--- src/rtl/led_fader_if.sv ---
// Pattern/intensity inputs and PWM LED drive of the led_fader afterglow stage.
interface led_fader_if #(
    parameter int unsigned NLED  = 8,
    parameter int unsigned MXPWM = 8
);
    logic [NLED-1:0]  pattern_in;
    logic [MXPWM-1:0] brightness;
    logic [1:0]       decay_rate;
    logic [NLED-1:0]  led_out;

    modport master (output pattern_in, output brightness, output decay_rate, input led_out);
    modport slave  (input pattern_in, input brightness, input decay_rate, output led_out);
endinterface

--- src/rtl/led_fader.sv ---
// Per-channel PWM afterglow: lit pattern bits load an intensity that decays stepwise.
// Optional macro LED_FADER_GAMMA_EN squares the intensity before the PWM compare.
module led_fader #(
    parameter int unsigned NLED    = 8,
    parameter int unsigned MXPWM   = 8,
    parameter int unsigned MXDECAY = 16
) (
    input  logic      clock,
    input  logic      reset,
    led_fader_if.slave bus
);
    localparam int unsigned SQW = 2 * MXPWM;

    logic [MXPWM-1:0]   pwm_cnt;
    logic [MXDECAY-1:0] decay_pre;
    logic               decay_tick_c;
    logic [MXPWM-1:0]   step_c;
    logic [MXPWM-1:0]   level [NLED];
    logic [MXPWM-1:0]   eff_c [NLED];
    logic [NLED-1:0]    led_q;

    assign decay_tick_c = (decay_pre == {MXDECAY{1'b1}});
    assign step_c       = MXPWM'(1) << bus.decay_rate;
    assign bus.led_out  = led_q;

    // Shared PWM counter and decay prescaler keep all channels phase-aligned.
    always_ff @(posedge clock) begin
        if (reset) begin
            pwm_cnt   <= '0;
            decay_pre <= '0;
        end else begin
            pwm_cnt   <= pwm_cnt + MXPWM'(1);
            decay_pre <= decay_pre + MXDECAY'(1);
        end
    end

    // Load beats decay; decay saturates at zero instead of wrapping.
    always_ff @(posedge clock) begin
        if (reset) begin
            for (int i = 0; i < NLED; i++) level[i] <= '0;
        end else begin
            for (int i = 0; i < NLED; i++) begin
                if (bus.pattern_in[i]) begin
                    level[i] <= bus.brightness;
                end else if (decay_tick_c) begin
                    level[i] <= (level[i] >= step_c) ? level[i] - step_c : '0;
                end
            end
        end
    end

    for (genvar g = 0; g < NLED; g++) begin : g_eff
`ifdef LED_FADER_GAMMA_EN
        assign eff_c[g] = MXPWM'((SQW'(level[g]) * SQW'(level[g])) >> MXPWM);
`else
        assign eff_c[g] = level[g];
`endif
    end

    // Strict compare: full-scale intensity still leaves one off slot per period.
    always_ff @(posedge clock) begin
        if (reset) begin
            led_q <= '0;
        end else begin
            for (int i = 0; i < NLED; i++) led_q[i] <= (eff_c[i] > pwm_cnt);
        end
    end
endmodule

--- src/flat_wrapper.sv ---
// flat-port wrapper written by rule: the top's interface ports become plain ports
module led_fader_flat 
#(
    parameter int unsigned NLED    = 8,
    parameter int unsigned MXPWM   = 8,
    parameter int unsigned MXDECAY = 16
)
  (clock, reset, bus_pattern_in, bus_brightness, bus_decay_rate, bus_led_out);
  led_fader_if #(.NLED(NLED), .MXPWM(MXPWM)) bus_i ();
  input  logic clock;
  input  logic reset;
  input wire logic [$bits(bus_i.pattern_in)-1:0] bus_pattern_in;
  input wire logic [$bits(bus_i.brightness)-1:0] bus_brightness;
  input wire logic [$bits(bus_i.decay_rate)-1:0] bus_decay_rate;
  output wire logic [$bits(bus_i.led_out)-1:0] bus_led_out;
  assign bus_i.pattern_in = bus_pattern_in;
  assign bus_i.brightness = bus_brightness;
  assign bus_i.decay_rate = bus_decay_rate;
  assign bus_led_out = bus_i.led_out;
  led_fader #(.NLED(NLED), .MXPWM(MXPWM), .MXDECAY(MXDECAY)) u_core (.clock(clock), .reset(reset), .bus(bus_i));
endmodule
--- config.mk ---
export PLATFORM = sky130hd
export DESIGN_NAME = led_fader_flat
export DESIGN_NICKNAME = d
export VERILOG_FILES = /design/src/rtl/led_fader_if.sv /design/src/rtl/led_fader.sv /design/src/flat_wrapper.sv
export SDC_FILE = /design/constraint.sdc
export NUM_CORES = 1
export LEC_CHECK = 0
export BUFFER_PORTS_ARGS = -buffer_cell sky130_fd_sc_hd__buf_2
export CORE_ASPECT_RATIO = 1.1
export CORE_MARGIN = 5
export CORE_UTILIZATION = 45
export DETAILED_ROUTE_END_ITERATION = 10
export PLACE_DENSITY_LB_ADDON = 0.05
export SKIP_LAST_GASP = 1
export SYNTH_ARGS = -nofsm -noshare
export SYNTH_HDL_FRONTEND = slang
export SYNTH_SLANG_ARGS = --single-unit
export TNS_END_PERCENT = 100
--- constraint.sdc ---
create_clock -name clock -period 2.8 [get_ports clock]
set_input_delay 0.14 -clock clock [delete_from_list [all_inputs] [get_ports clock]]
set_output_delay 0.14 -clock clock [all_outputs]
set_load 0.05 [all_outputs]
# --- Word level (Yosys, flattened, before mapping) ---
# Memories as Yosys holds them, arrays and structs flattened.
# Index checks and enable logic that the tools add are counted.
totals:
  register_bits: 32
  latch_bits: 0
  mem_bits_rw: 64
  rom_bits: 0
  output_inout_bits: 8
  wordCells: 123
  mem_count: 1
op_classes:
  n_addsub: 10
  mul: 0
  div: 0
  magnitude_cmp: 16
  n_eq_ne: 1
  shift: 1
  mux: 75
  n_bitwise: 16
  n_reduce_logical: 0
mem_list:
  columns: ["memory", "words", "width", "rd", "rd_ports_with_merged_regs", "wr", "line_no", "text"]
  rows:
  - ["u_core.level", 8, 8, 8, 0, 8, "led_fader.sv:18", "logic [MXPWM-1:0] level [NLED];"]
ops:
  columns: ["operator", "n"]
  rows:
  - ["$mux 8", 24]
  - ["$ge 8x8->1", 8]
  - ["$gt 8x8->1", 8]
  - ["$sub 8x8->8", 8]
  - ["$mux 1", 51]
  - ["$add 16x1->16 const B", 1]
  - ["$eq 16x16->1 const B", 1]
  - ["$or 1x1->1", 16]
  - ["$add 8x1->8 const B", 1]
  - ["$shl 1x2->8 const A", 1]

# --- Logic depth before layout (Yosys ltp) ---
logic_depth:
  ltp_word: 6
  depth_mapped: 9
  mapped_depth_nobuf: 9

# --- Worst setup path before layout ---
# OpenSTA, ideal clock, no wires.
synth_timing:
  kind: "input-to-reg"
  start: "input port bus_decay_rate[1]"
  end: "memory u_core.level[1][3] (netlist: u_core.level[0][11]), data pin"
  setup_ns: 0.256
  arrival_ns: 2.430
  t_required_ns: 2.544
  path_slack_ns: 0.113
  path_stages: 7
  path_buffers: 0
  path_cell_list: "nand2b_1 fa_1 nand3_1 nand3b_1 o41ai_1 a211oi_1 a22o_1"
synth_rtl:
  columns: ["item", "line_no", "text"]
  rows:
  - ["from (decl)", "flat_wrapper.sv:14", "input wire logic [$bits(bus_i.decay_rate)-1:0] bus_decay_rate;"]
  - ["to (decl)", "led_fader.sv:18", null]

==> impl_results.md <==
* Crit path kind: register to register
* TNS Setup at 0 ns
* Layout Utilization at 50.4%
* P per Cell Area at slightly above 500 mW/mm²
* Switching portion of total power at 31.2%
* DRC at 0
* Average cell area after synthesis at 9.66 µm²
* Primary FF master, synth: edfxtp_1
* Reg2reg start: u_core.decay_pre[0]
* Asr flop ratio synth at 0%
* Clk root buf: clkbuf_16
* Post-Synth Simple-Gate Area at 18.1%
* Cell count after synthesis at 776
* ANT cells at 0
* Synth area leaders: edfxtp_1 (26%), ha_1 (18%), dfxtp_1 (8.5%)
* Avg Vias per Cell at between 6 and 7
* Crit. End Element: register
* Final setup viols at 0
* Largest net degree at the start of global routing at 41
* Comb pwr share at 25.5%
* Post-synth top area share at 25.6%
* Max FO, Critical Path at 9
* Initial core utilization at 45.8%
* Via count at 6,175
* Global-route wire length before repair at around 33,000 µm
* Clk_lat worst skew at 0.36 ns
* Tcrit/Tclk final at 91.0%
* Hold WC Path Type: input pin to register
* Worst-path clk slew at about 0.070 ns
* Worst VDD drop at ~260 µV
* Largest stage delay, worst path at about 0.66 ns
* Share of post-route cells with drive strength above 1 at 8.00%
* Nets at about 940
* GRT Overall Usage at 21.7%
* CP Launch Type: register
* Post-CTS Setup Inserts at 0
* Sequential share of the synthesized area at between 30% and 40%
* TritonCTS Sinks at 96
* Most frequent cells in the layout: ha_1 (106), nor2_1 (72), edfxtp_1 (64), a21oi_1 (54), nand2_1 (51)
* CTS tree: built
* Net Switching at roughly 1.3 mW
* Min Tclk post-route at 2.55 ns
* Pins Over Slew Limit at 0
* Commonest non-fill, non-tap cell in the layout: ha_1
* Sequential share of power at 41.4%
* Max-cap violation count at 0
* RSZ-0062 raised after global routing: no
* Num CTS Buffers at 9
* Critical path cell sequence: ha_1 > nand4_4 > or4_4 > a41o_1 > or3_1 > a21oi_1
* FP Rows at 49
* Yosys warns at 0
* Final Skew at 0.00782 ns
* Multiplexer share of the synthesized area at 1.62%
* IO Pins at 28
* Leading area contributor after synthesis: edfxtp_1
* Die Wd at between 100 and 150 µm
* Post-Synth Adder-Cell Area at 19.8%
* Port Buffer Count at 27
* HPWL Detailed at approximately 15,000 µm
* Worst path slowest cell: or4_4
* Die height at 145 µm
* Final hold vios at 0
* Area of placed instances at around 0.0079 mm²
* Internal power at 2.86 mW
* Wirelength, routed at around 21,000 µm
* Drt pass-1 iters at 7
* Worst slew margin at 34.3%
* H-tree depth at 3
* Worst min-delay path startpoint: bus_brightness[5]
* Vias in the first global route at 6,251
* Initial antenna violation count at 0
* CP arrival at roughly 2.8 ns
* Core Area at roughly 0.016 mm²
* Critical Path Start: u_core.decay_pre[0]
* Total gr overflow at 0
* Xor-xnor portion of the synthesized cell area at 5.37%
* Area growth from synthesis to layout at 10.0%
* #FFs+latches synth at 96
* Mapped Nets at 910
* Finished Cell Area at 0.00825 mm²
* ANT nets after route at 0
* Fmax at around 390 MHz
* Final worst setup slack at 0.252 ns
* Gp weighted congestion at between 0.8 and 0.9
* Synth Area in Compound Gates at 18.5%
* Worst R2R Setup Slack at 0.25 ns
* LEAKAGE at 3.32 nW
* 1st-iter DRT viols at 414
* Syn Std Cell Area at 0.00750 mm²
* Largest family of logic cells by synthesized area: adder cells
* Setup WS pre-CTS at 0.152 ns
* Wire length per cell at 20.6 µm
* EDFF count, synth at 64
* Slew @ Worst Pin at 0.984 ns
* CP required at between 3 and 4 ns
* Longest Clk Path Bufs at 2
* Status: complete, no violations
* Post_cts resized at 0
* Die area at between 0.015 and 0.02 mm²
* Yosys cell types at 56
* Clock network fraction of design power at 33.1%
* CTS Hold Bufs at 0
## worst max-delay path, delay by kind of cell, from the launching register on
kind	cells	cell delay (ns)
AO/OA/AOI/OAI	2	0.46
adder cells (fa/ha/maj)	1	0.30
flip-flops	1	0.39
AND/OR/NAND/NOR	3	1.24
## per-layer routing
metal | vias up | GRT usage, % | part of all wire, %
li1 | 2982 | - | -
met1 | 2993 | 27.8 | 44
met2 | 157 | 37.3 | 49
met3 | 43 | 2.28 | 3.7
met4 | 0 | 9.30 | 3.5
met5 | - | 0 | 0
## cell families after synthesis
logic type	after synthesis
and+or+nand+nor	257
muxes	12
DFF	96
AOI/OAI and AO/OA	203
adders and majority gates	114
buffers and inverters	48
xor gates and xnor gates	46
## flip-flops by register name, summed over array words and instances, names as in the netlist
signal,flops
u_core.level,64
u_core.pwm_cnt,8
u_core.decay_pre,16
u_core.bus.led_out,8
## layout make-up
class | count | area (µm²)
multi-input cells | 632 | 4750
clock buffers | 10 | 229
inverters | 28 | 105
fillers | 1476 | 8120
flip-flops and latches | 96 | 2560
well taps | 204 | 255
repair buffers | 41 | 253
clock inverters | 6 | 91.3
## cell usage after synthesis (4+ instances only)
cell type,count
nand2b_1,10
a211o_1,4
dfxtp_1,32
a2bb2oi_1,6
o21ai_0,32
o21a_1,24
nor3_1,17
buf_1,5
a21o_1,21
nor2b_1,21
a21oi_1,54
a41oi_1,6
mux2i_1,11
xnor2_1,31
o31a_1,6
or3_1,18
nand4_1,19
o41ai_1,8
a22o_1,4
edfxtp_1,64
o32ai_1,4
inv_1,28
ha_1,106
a32o_1,12
fa_1,8
clkbuf_1,14
nor2_1,72
nand3_1,17
o21bai_1,9
and3_1,4
nand2_1,51
xor2_1,15
## worst paths after layout
path | end | cells past startpoint
worst max-delay path | u_core.level[0][42] | 6
worst min-delay path | u_core.level[0][37] | 2
worst min register to register | u_core.decay_pre[0] | 1
worst max register to register | u_core.level[0][42] | 6
## stage by stage
stage | std cells | power [mW] | hold slack, ns
5_1_grt | 1017 | 4.36 | 0.123
6_report | 1017 | 4.15 | 0.119
2_1_floorplan | 776 | 2.52 | 0.343
3_5_place_dp | 1001 | 2.80 | 0.470
3_3_place_gp | 1001 | 2.77 | 0.457
4_1_cts | 1017 | 4.18 | 0.110
## power groups by stage
stage          sequential, mW  clock, mW  combinational [mW]
2_1_floorplan            1.77          0               0.748
3_3_place_gp             1.75          0                1.03
3_5_place_dp             1.75          0                1.05
4_1_cts                  1.72       1.40                1.06
5_1_grt                  1.73       1.44                1.19
6_report                 1.72       1.37                1.06
Note: power is estimated with default switching activity, not from simulation.
